<file path="config.mk">
export PLATFORM = sky130hd
export DESIGN_NAME = sop_eval_engine
export DESIGN_NICKNAME = d
export VERILOG_FILES = /design/src/rtl/sop_eval_engine.sv
export SDC_FILE = /design/constraint.sdc
export NUM_CORES = 2
export LEC_CHECK = 0
export BUFFER_PORTS_ARGS = -buffer_cell sky130_fd_sc_hd__buf_2
export CAP_MARGIN = 20
export CORE_UTILIZATION = 39
export DETAILED_ROUTE_END_ITERATION = 10
export PLACE_DENSITY_LB_ADDON = 0.1
export SYNTH_ARGS = -nofsm -noshare
export SYNTH_HDL_FRONTEND = slang
export SYNTH_SLANG_ARGS = --single-unit
export TNS_END_PERCENT = 30
</file>
<file path="constraint.sdc">
create_clock -name clk -period 13.4 [get_ports clk]
set_clock_uncertainty 0.05 [all_clocks]
set_input_delay 0 -clock clk [delete_from_list [all_inputs] [get_ports clk]]
set_output_delay 0 -clock clk [all_outputs]
set_load 0.02 [all_outputs]
</file>
<file path="src/rtl/sop_eval_engine.sv">
// Sequential sum-of-products evaluator: a loadable cube table is scanned CPC cubes
// per clock against a latched input vector; the OR of matching cube outputs is returned.
module sop_eval_engine #(
  parameter int N_IN       = 28,
  parameter int N_OUT      = 3,
  parameter int N_CUBES    = 64,
  parameter int CPC        = 1,
  parameter bit EARLY_EXIT = 1'b0,
  localparam int AW        = (N_CUBES > 1) ? $clog2(N_CUBES) : 1
) (
  input  logic             clk,
  input  logic             rst_n,
  input  logic             cfg_we,
  input  logic [AW-1:0]    cfg_addr,
  input  logic [N_IN-1:0]  cfg_care,
  input  logic [N_IN-1:0]  cfg_val,
  input  logic [N_OUT-1:0] cfg_out,
  input  logic             cfg_len_we,
  input  logic [AW:0]      cfg_len,
  output logic             cfg_err,
  input  logic             in_valid,
  output logic             in_ready,
  input  logic [N_IN-1:0]  in_data,
  output logic             out_valid,
  input  logic             out_ready,
  output logic [N_OUT-1:0] out_data,
  output logic             busy
);

  localparam logic [AW:0] CPC_W   = (AW+1)'(CPC);
  localparam logic [AW:0] MAX_LEN = (AW+1)'(N_CUBES);

  typedef enum logic [1:0] {IDLE, SCAN, DONE} state_e;

  state_e           state_q, state_d;
  logic [AW:0]      count_q, count_d;
  logic [AW:0]      idx_q, idx_d;
  logic [N_IN-1:0]  in_q, in_d;
  logic [N_OUT-1:0] acc_q, acc_d;
  logic             out_valid_q, out_valid_d;
  logic             cfg_err_q, cfg_err_d;

  logic [N_IN-1:0]  care_mem [N_CUBES];
  logic [N_IN-1:0]  val_mem  [N_CUBES];
  logic [N_OUT-1:0] out_mem  [N_CUBES];

  logic             idle;
  logic             tbl_we;
  logic             len_we;
  logic [AW:0]      len_sat;
  logic [AW:0]      cidx [CPC];
  logic [N_OUT-1:0] hit;

  assign idle    = (state_q == IDLE);
  assign tbl_we  = cfg_we & idle;
  assign len_we  = cfg_len_we & idle;
  assign len_sat = (cfg_len > MAX_LEN) ? MAX_LEN : cfg_len;

  // OR of out masks of the matching cubes in the current window, ignoring cubes past count.
  always_comb begin
    hit = '0;
    for (int j = 0; j < CPC; j++) begin
      cidx[j] = idx_q + (AW+1)'(j);
      if ((cidx[j] < count_q) &&
          (((in_q ^ val_mem[cidx[j][AW-1:0]]) & care_mem[cidx[j][AW-1:0]]) == '0)) begin
        hit = hit | out_mem[cidx[j][AW-1:0]];
      end
    end
  end

  // NOTE: every _d gets its hold value first so no path through the case infers a latch.
  always_comb begin
    state_d     = state_q;
    idx_d       = idx_q;
    in_d        = in_q;
    acc_d       = acc_q;
    out_valid_d = out_valid_q;
    count_d     = len_we ? len_sat : count_q;
    cfg_err_d   = ~idle & (cfg_we | cfg_len_we);
    unique case (state_q)
      IDLE: begin
        if (in_valid) begin
          in_d  = in_data;
          acc_d = '0;
          idx_d = '0;
          // count_d already includes a same-cycle length write
          if (count_d == '0) begin
            state_d     = DONE;
            out_valid_d = 1'b1;
          end else begin
            state_d = SCAN;
          end
        end
      end
      SCAN: begin
        acc_d = acc_q | hit;
        idx_d = idx_q + CPC_W;
        if ((idx_q + CPC_W >= count_q) || (EARLY_EXIT && (&acc_d))) begin
          state_d     = DONE;
          out_valid_d = 1'b1;
        end
      end
      DONE: begin
        if (out_ready) begin
          state_d     = IDLE;
          out_valid_d = 1'b0;
        end
      end
      default: state_d = IDLE;
    endcase
  end

  // NOTE: sequential state uses non-blocking assignments so all flops sample together.
  always_ff @(posedge clk or negedge rst_n) begin
    if (!rst_n) begin
      state_q     <= IDLE;
      count_q     <= '0;
      idx_q       <= '0;
      in_q        <= '0;
      acc_q       <= '0;
      out_valid_q <= 1'b0;
      cfg_err_q   <= 1'b0;
    end else begin
      state_q     <= state_d;
      count_q     <= count_d;
      idx_q       <= idx_d;
      in_q        <= in_d;
      acc_q       <= acc_d;
      out_valid_q <= out_valid_d;
      cfg_err_q   <= cfg_err_d;
    end
  end

  // NOTE: only the out masks are reset; a cube with a zero mask contributes nothing,
  // so care/val can stay un-reset storage.
  always_ff @(posedge clk or negedge rst_n) begin
    if (!rst_n) begin
      for (int i = 0; i < N_CUBES; i++) out_mem[i] <= '0;
    end else if (tbl_we) begin
      out_mem[cfg_addr] <= cfg_out;
    end
  end

  always_ff @(posedge clk) begin
    if (tbl_we) begin
      care_mem[cfg_addr] <= cfg_care;
      val_mem[cfg_addr]  <= cfg_val;
    end
  end

  assign in_ready  = idle;
  assign busy      = ~idle;
  assign out_valid = out_valid_q;
  assign out_data  = acc_q;
  assign cfg_err   = cfg_err_q;

endmodule

</file>
## After elaboration in Yosys (flattened, before gate mapping)

Memories as Yosys holds them, arrays and structs flattened.
Index checks and enable logic that the tools add are counted.

| operators by class | value |
|---|---|
| order comparisons | 6 |
| shift operators | 0 |
| reduce and logical (&&, ||, !) cells | 11 |
| div/mod/pow operators | 0 |
| multiply operators | 0 |
| $add $sub $neg | 1 |
| bitwise logic cells | 10 |
| equality and inequality tests | 6 |
| muxes and demuxes | 25 |

Operators with widths:

| cell | number |
|---|---|
| 192-bit bitwise mux | 1 |
| 28-bit bitwise AND | 1 |
| 28-bit logical NOT | 1 |
| 28-bit bitwise XOR | 1 |
| 7-bit 2-to-1 mux | 3 |
| 3-bit binary-select mux with 6-bit select | 1 |
| 3-bit demux with 6-bit select | 1 |
| 3-bit 2-to-1 mux | 5 |
| 7-bit >= comparator, second input constant | 2 |
| 6-bit NOT with 7-bit output | 2 |
| 7-bit case mux with 2 select lines | 1 |
| 2-bit 2-to-1 mux | 4 |
| 7-bit by 1-bit adder with 7-bit output, second input constant | 1 |
| 7-bit >= comparator | 1 |
| 7-bit greater-than comparator, second input constant | 1 |
| 7-bit logical NOT | 1 |
| 7-bit by 1-bit < comparator with 1-bit output, second input constant | 1 |
| 7-bit < comparator | 1 |
| 1-bit 2-to-1 mux | 6 |
| 2-bit inequality test, second input constant | 3 |
| 2-bit case mux with 3 select lines | 1 |
| 3-bit case mux with 2 select lines | 1 |
| 5-bit AND reduction | 1 |
| 2-bit AND reduction | 2 |
| 13 further kinds | 16 |

| storage, ports and cells | value |
|---|---|
| register bits | 241 |
| bits in read-only memories | 0 |
| logic and storage cells | 132 |
| memories kept | 2 |
| output and inout port bits | 7 |
| bits in writable memories | 3584 |
| latch bits | 0 |

Memories:

| name | depth | bits a word | rd ports | clocked after Yosys merged registers in | wr ports | line | text |
|---|---|---|---|---|---|---|---|
| care_mem | 64 | 28 | 1 | 0 | 1 | 43 | `logic [N_IN-1:0] care_mem [N_CUBES];` |
| val_mem | 64 | 28 | 1 | 0 | 1 | 44 | `logic [N_IN-1:0] val_mem [N_CUBES];` |

## Longest topological paths before layout

An unclocked memory read counts as a cell.

| logic depth | value |
|---|---|
| depth after elaboration | 8 |
| mapped depth | 19 |

## Worst setup path after synthesis

No wires, ideal clock.

| timing path | value |
|---|---|
| path kind | reg2reg |
| start | register state_q[1] |
| end | register out_mem[0] (netlist name) |
| buffers on the path | 1 |
| cell stages (with the launch flop) | 7 |
| setup slack | 8744 ps |
| arrival time | 4479 ps |
| clock period less this slack | 4656 ps |
| library setup time | 127 ps |
| cells stage by stage | dfrtp_1 -> nor2_1 -> and2_1 -> clkbuf_1 -> nand2_1 -> nor2_1 -> mux2_2 |

| between the ends | value |
|---|---|
| word-level cells in the longest chain between the ends | 2 |

Ends and longest elaborated chain:

| what | line | text |
|---|---|---|
| start: declaration | 35 | `state_e state_q, state_d;` |
| start signal: assignment | 124 | `state_q <= state_d;` |
| 2-bit logical NOT | 54 | `assign idle = (state_q == IDLE);` |
| named net in_ready | 22 | `output logic in_ready,` |
| 1-bit bitwise AND | 55 | `assign tbl_we = cfg_we & idle;` |
| end signal: indexed assignment | 140 | `out_mem[cfg_addr] <= cfg_out;` |
| end: declaration | 45 | `logic [N_OUT-1:0] out_mem [N_CUBES];` |

The timed path passes the listed nets, and every way through them passes these cells.
A chain may end at the register's enable or synchronous reset.

## Worst setup path in the final report

| timing path | value |
|---|---|
| start | register idx_q[1] |
| end | register acc_q[1] (netlist: out_data[1]) |

| between the ends | value |
|---|---|
| word-level cells in the longest chain between the ends | 8 |

Ends and longest elaborated chain:

| what | line | text |
|---|---|---|
| start: declaration | 37 | `logic [AW:0] idx_q, idx_d;` |
| start signal: assignment | 126 | `idx_q <= idx_d;` |
| memory 64 x 28 bit | n/a |  |
| 28-bit bitwise XOR | 65 | `(((in_q ^ val_mem[cidx[j][AW-1:0]]) & care_mem[cidx[j][AW-1:0]]) == '0)) begin` |
| 28-bit bitwise AND | 65 |  |
| 28-bit logical NOT | 65 |  |
| 1-bit logical AND | 64 | `if ((cidx[j] < count_q) &&` |
| 3-bit 2-to-1 mux (*) | 64 |  |
| 3-bit OR (*) | 96 | `acc_d = acc_q \| hit;` |
| 3-bit case mux with 2 select lines (*) | 80 | `unique case (state_q)` |
| end signal: assignment | 120 | `acc_q <= '0;` |
| end signal: assignment | 128 | `acc_q <= acc_d;` |
| end: declaration | 39 | `logic [N_OUT-1:0] acc_q, acc_d;` |

Mark *: on every way between the ends. The rest lies on a longest branch, timed or not. The select of a mux whose other input is x is not followed.

==> results.md <==
Synthesis:
- In the synthesized netlist the dominant register cell turns out to be sky130_fd_sc_hd__edfxtp_1.
- In this run, synthesis inferred 3584 flip-flops with an integrated enable.
- The count of cell types in the netlist is 78.
- The share of synthesized area in the top cell type comes to 0.720.
- After synthesis, the share of flip-flops with an asynchronous set or reset is 0.0630.
- The post-synthesis sequential area ratio is 0.760.
- The average instance in the mapped netlist occupies 21.1 µm².
- In this run the cell area of the synthesized design comes to 0.149 mm².
- During synthesis, Yosys emitted a total of 0 warnings.
- After synthesis, the cell types taking the most area are sky130_fd_sc_hd__edfxtp_1 72%, sky130_fd_sc_hd__mux4_2 12%, sky130_fd_sc_hd__dfrtp_1 4.0%, sky130_fd_sc_hd__mux2i_1 3.1%, sky130_fd_sc_hd__mux2_2 1.7%.
- The synthesized design spends more area on one cell type than any other, namely sky130_fd_sc_hd__edfxtp_1.
- The net count of the mapped netlist is 7188.
- In this run, synthesis produced a sequential element count of 3825.
- Synthesis handed over a netlist of 7067 instances.

Timing:
- The number of pins exceeding their max-slew limit in the final report is 0.
- For the final routed database, the setup TNS stands at 0 ps.
- Setup repair after global routing left no endpoint under its margin.
- The worst hold slack across all endpoints is 5.72 ps.
- The total setup violations reported at the end of the flow is 0.
- Based on the critical path, the design can be clocked at up to 140 MHz.
- Setup slack on the critical path of the routed design comes to 6240 ps.
- The clock period minus final worst setup slack is 7160 ps.
- The share of the clock period used by the worst path is 0.534.
- Headroom to the max-slew limit came out at 0.164.
- The total count of hold-check failures in the final report is 0.
- The transition at the pin with the smallest max-transition slack is 1240 ps.

Detailed routing:
- After detailed routing, the number of vias per cell comes to 5.90.
- The average wire length per cell after detail routing is 37.8 µm.
- Before antenna repair, the detailed router went through 7 iterations.
- The remaining number of nets flagged by the antenna check after routing is 0.
- The wire length reported by the detailed router is 493000 µm.
- Summed over all nets, wire length on met3 after detailed routing comes to 29500 µm.
- The sum of met2 wire segment lengths after detailed routing is 240000 µm.
- The routed metal-1 wirelength is 212000 µm.
- The routed layout has 77000 vias.
- The DRC marker count from the first detailed-route iteration is 9575.
- The highest routing layer actually used is met5.
- After detailed routing, the number of remaining DRC violations is 0.

Global route:
- For this run the aggregate overflow at the end of global routing stands at 0.
- The largest net degree at the start of global routing is 126.
- The first global-routing pass estimated 670000 µm of wire.
- The number of global-route vias before repair came to 77100.
- The global-route usage over all layers is 0.252.
- The initial antenna violation count is 38.

Worst hold path:
- Along the worst hold path, the cell count comes to 2.
- The worst hold path belongs to the class input port to flop.
- The endpoint of the worst hold path is val_mem[35][19].
- In this run the most critical hold path is launched from cfg_val[19].

Floorplanning:
- The die is 621 µm tall.
- The floorplan core area is 0.380 mm².
- The top-level I/O count is 113.
- The initial core utilization is 0.393.
- The die covers 0.386 mm².
- After floorplanning, the core was divided into 226 placement rows.
- The width of the die is 621 µm.

Setup path:
- In this run the register-to-register setup slack is 6240 ps.
- STA puts the critical path data required time at 14240 ps.
- The number of cells on the worst reg-to-reg path is 14.
- The highest-delay cell along the critical path is sky130_fd_sc_hd__dfrtp_4.
- STA classifies the critical path startpoint as a flop.
- Traced cell by cell, the critical path runs through buf_4 -> buf_4 -> buf_4 -> mux2i_1 -> a22o_1 -> a2111oi_0 -> a31oi_1 -> o221ai_1 -> a2111oi_0 -> nand4_1 -> a222oi_1 -> buf_4 -> o211ai_1 -> o21ai_1.
- Among the stages of the critical path, the cell type that occurs most often is sky130_fd_sc_hd__buf_4.
- The type of element capturing the critical path is a flop.
- The startpoint of the lowest-slack register-to-register path is idx_q[1].
- The arrival time reported for the critical path endpoint is 8000 ps.
- The class of the most critical setup path is flop to flop.
- In this run the critical register-to-register path is captured at out_data[1].
- Broken down by cell family, the worst path's largest delay share belongs to compound AO/OA/AOI/OAI gates.
- The largest fanout of any net on the critical path is 59.
- The worst stage delay on the critical path is 1030 ps.
- The total buffers and inverters traversed by the critical path is 4.

Clocking:
- The maximum level of the CTS H-tree is 5.
- No sink is reached through more buffers than the 4 on the longest clock path.
- TritonCTS created 415 clock buffers.
- Clock latency on the worst-skew pair, taken at its later pin, is 970 ps.
- The cell sitting at the root of the clock tree is a sky130_fd_sc_hd__clkbuf_16.
- TritonCTS built the clock tree.
- The clock edge transition at the registers on the reported setup and hold paths is 60 ps.
- The number of clock sinks seen by CTS is 3825.
- The total of cells resized after clock tree synthesis is 0.

Status:
- The run finished with clean final reports.

Pwr:
- The worst-case IR drop observed on VDD is 149 µV.
- The power density normalized to cell area is 189 mW/mm².
- For this design the static power due to leakage is 0.0554 µW.

Layout:
- The layout-stage area growth over the synthesis result is 15.2%.
- The top cell types in the final layout, fill and taps aside, are 3584 x sky130_fd_sc_hd__edfxtp_1, 808 x sky130_fd_sc_hd__mux4_2, 464 x sky130_fd_sc_hd__mux2i_1, 422 x sky130_fd_sc_hd__clkbuf_16, 304 x sky130_fd_sc_hd__nand2_1.
- The post-route non-filler standard cell count is 13000.
- In the final layout, the share of cells above drive strength 1 is 0.260.
- The most frequent standard cell in the layout excluding fill and tap cells is sky130_fd_sc_hd__edfxtp_1.
- The final design instance area without fill is 0.172 mm².
- For this run, the post-layout net count is 7795.

Placement:
- The setup slack at placement is 6300 ps.
- The standard cell area after detailed placement is 0.157 mm².
- The number of buffer cells added on primary ports is 112.
- The routability congestion estimate is 0.796.
- The post-detailed-placement half-perimeter wirelength is 272000 µm.
- After detailed placement, the design holds a cell count of 12000.

Run:
- Max-cap violations in this run came to 0.
-- registers in the layout, indices dropped and copies added, names as in the netlist, 2 cells and up --
| register | flops |
|---|---|
| val_mem | 1792 |
| idx_q | 7 |
| out_data | 3 |
| state_q | 2 |
| care_mem | 1792 |
| count_q | 7 |
| in_q | 28 |
| out_mem | 192 |
-- synth_stat cells (15+ instances only) --
master / count
sky130_fd_sc_hd__a22o_1: 23
sky130_fd_sc_hd__ha_1: 15
sky130_fd_sc_hd__clkbuf_1: 98
sky130_fd_sc_hd__a31oi_1: 23
sky130_fd_sc_hd__mux2_2: 223
sky130_fd_sc_hd__xnor2_1: 74
sky130_fd_sc_hd__a22oi_1: 119
sky130_fd_sc_hd__nor2b_1: 22
sky130_fd_sc_hd__nor2_1: 120
sky130_fd_sc_hd__o211ai_1: 17
sky130_fd_sc_hd__buf_4: 63
sky130_fd_sc_hd__a221oi_1: 40
sky130_fd_sc_hd__and3_1: 16
sky130_fd_sc_hd__o21ai_0: 61
sky130_fd_sc_hd__o221ai_1: 31
sky130_fd_sc_hd__nand3_1: 40
sky130_fd_sc_hd__inv_1: 36
sky130_fd_sc_hd__buf_6: 40
sky130_fd_sc_hd__nand2b_1: 18
sky130_fd_sc_hd__a21oi_1: 70
sky130_fd_sc_hd__nand4_1: 18
sky130_fd_sc_hd__mux4_2: 808
sky130_fd_sc_hd__o22ai_1: 44
sky130_fd_sc_hd__nor3_1: 24
sky130_fd_sc_hd__buf_1: 33
sky130_fd_sc_hd__dfrtp_1: 241
sky130_fd_sc_hd__buf_2: 158
sky130_fd_sc_hd__mux2i_1: 464
sky130_fd_sc_hd__xor2_1: 74
sky130_fd_sc_hd__a211oi_1: 15
sky130_fd_sc_hd__nand2_1: 306
sky130_fd_sc_hd__edfxtp_1: 3584
-- kinds of logic (layout without fill, tap and decap cells) --
kind of cell               after synthesis  count (layout)  synth area share
DFF                                   3825            3825             0.760
muxes                                 1496            1496             0.170
and+or+nand+nor                        622             622            0.0187
AOI/OAI and AO/OA                      530             530            0.0254
buffers and inverters                  431            1379            0.0158
xor gates and xnor gates               148             148           0.00867
adders and majority gates               15              15           0.00126
other                                    0               6                 0
-- repair_timing --
item | CTS | global route
hold endpoints to repair | 3999 | 226
buffers inserted | 0 | 0
hold buffers | 169 | 26
-- worst register-to-register path, delay by kind of cell (launching register included) --
family                 cells  cell delay, ps
and+or+nand+nor            1             660
muxes                      1             350
DFF                        1            1030
buffers and inverters      4            2570
AOI/OAI and AO/OA          8            2420
-- metal layers --
metal	track usage	vias to the layer above
li1	-	30600
met1	0.361	42900
met2	0.416	2907
met3	0.0293	627
met4	0.0568	10
met5	0	-
-- cell type report --
class                      count  area, µm²
antenna                        6       15.0
inverter                      38        201
clock buffer                 529      11100
clock inverter               229       1830
sequential                  3825     114000
tap                         5016       6280
fill                       32300     208000
multi-input combinational   2811      33900
timing repair buffer         583       5250
-- through the flow --
| stage | utilization | total power, µW |
|---|---|---|
| after detailed placement | 0.412 | 21800 |
| after global routing | 0.453 | 33600 |
| after CTS | 0.450 | 32800 |
| final | 0.453 | 32500 |
| after floorplan | - | 19000 |
| after global placement | 0.412 | 21800 |
-- where the power goes --
group / total (µW) / internal (µW) / switching (µW)
registers: 13600 / 13300 / 333
clock network: 11000 / 6230 / 4770
logic: 7920 / 3300 / 4620
total: 32500 / 22800 / 9730
-- worst max path at each step --
stage / from / to / slack, ps / cells after the start
floorplan: state_q[1] / out_mem[0] / 8740 / 6
global placement: idx_q[1] / out_data[2] / 6370 / 14
detailed placement: idx_q[1] / out_data[1] / 6300 / 14
CTS: idx_q[1] / out_data[1] / 6300 / 14
global route: idx_q[0] / out_data[2] / 5940 / 13
finish: idx_q[1] / out_data[1] / 6240 / 14
No activity file was read; power rests on OpenSTA's default activity.
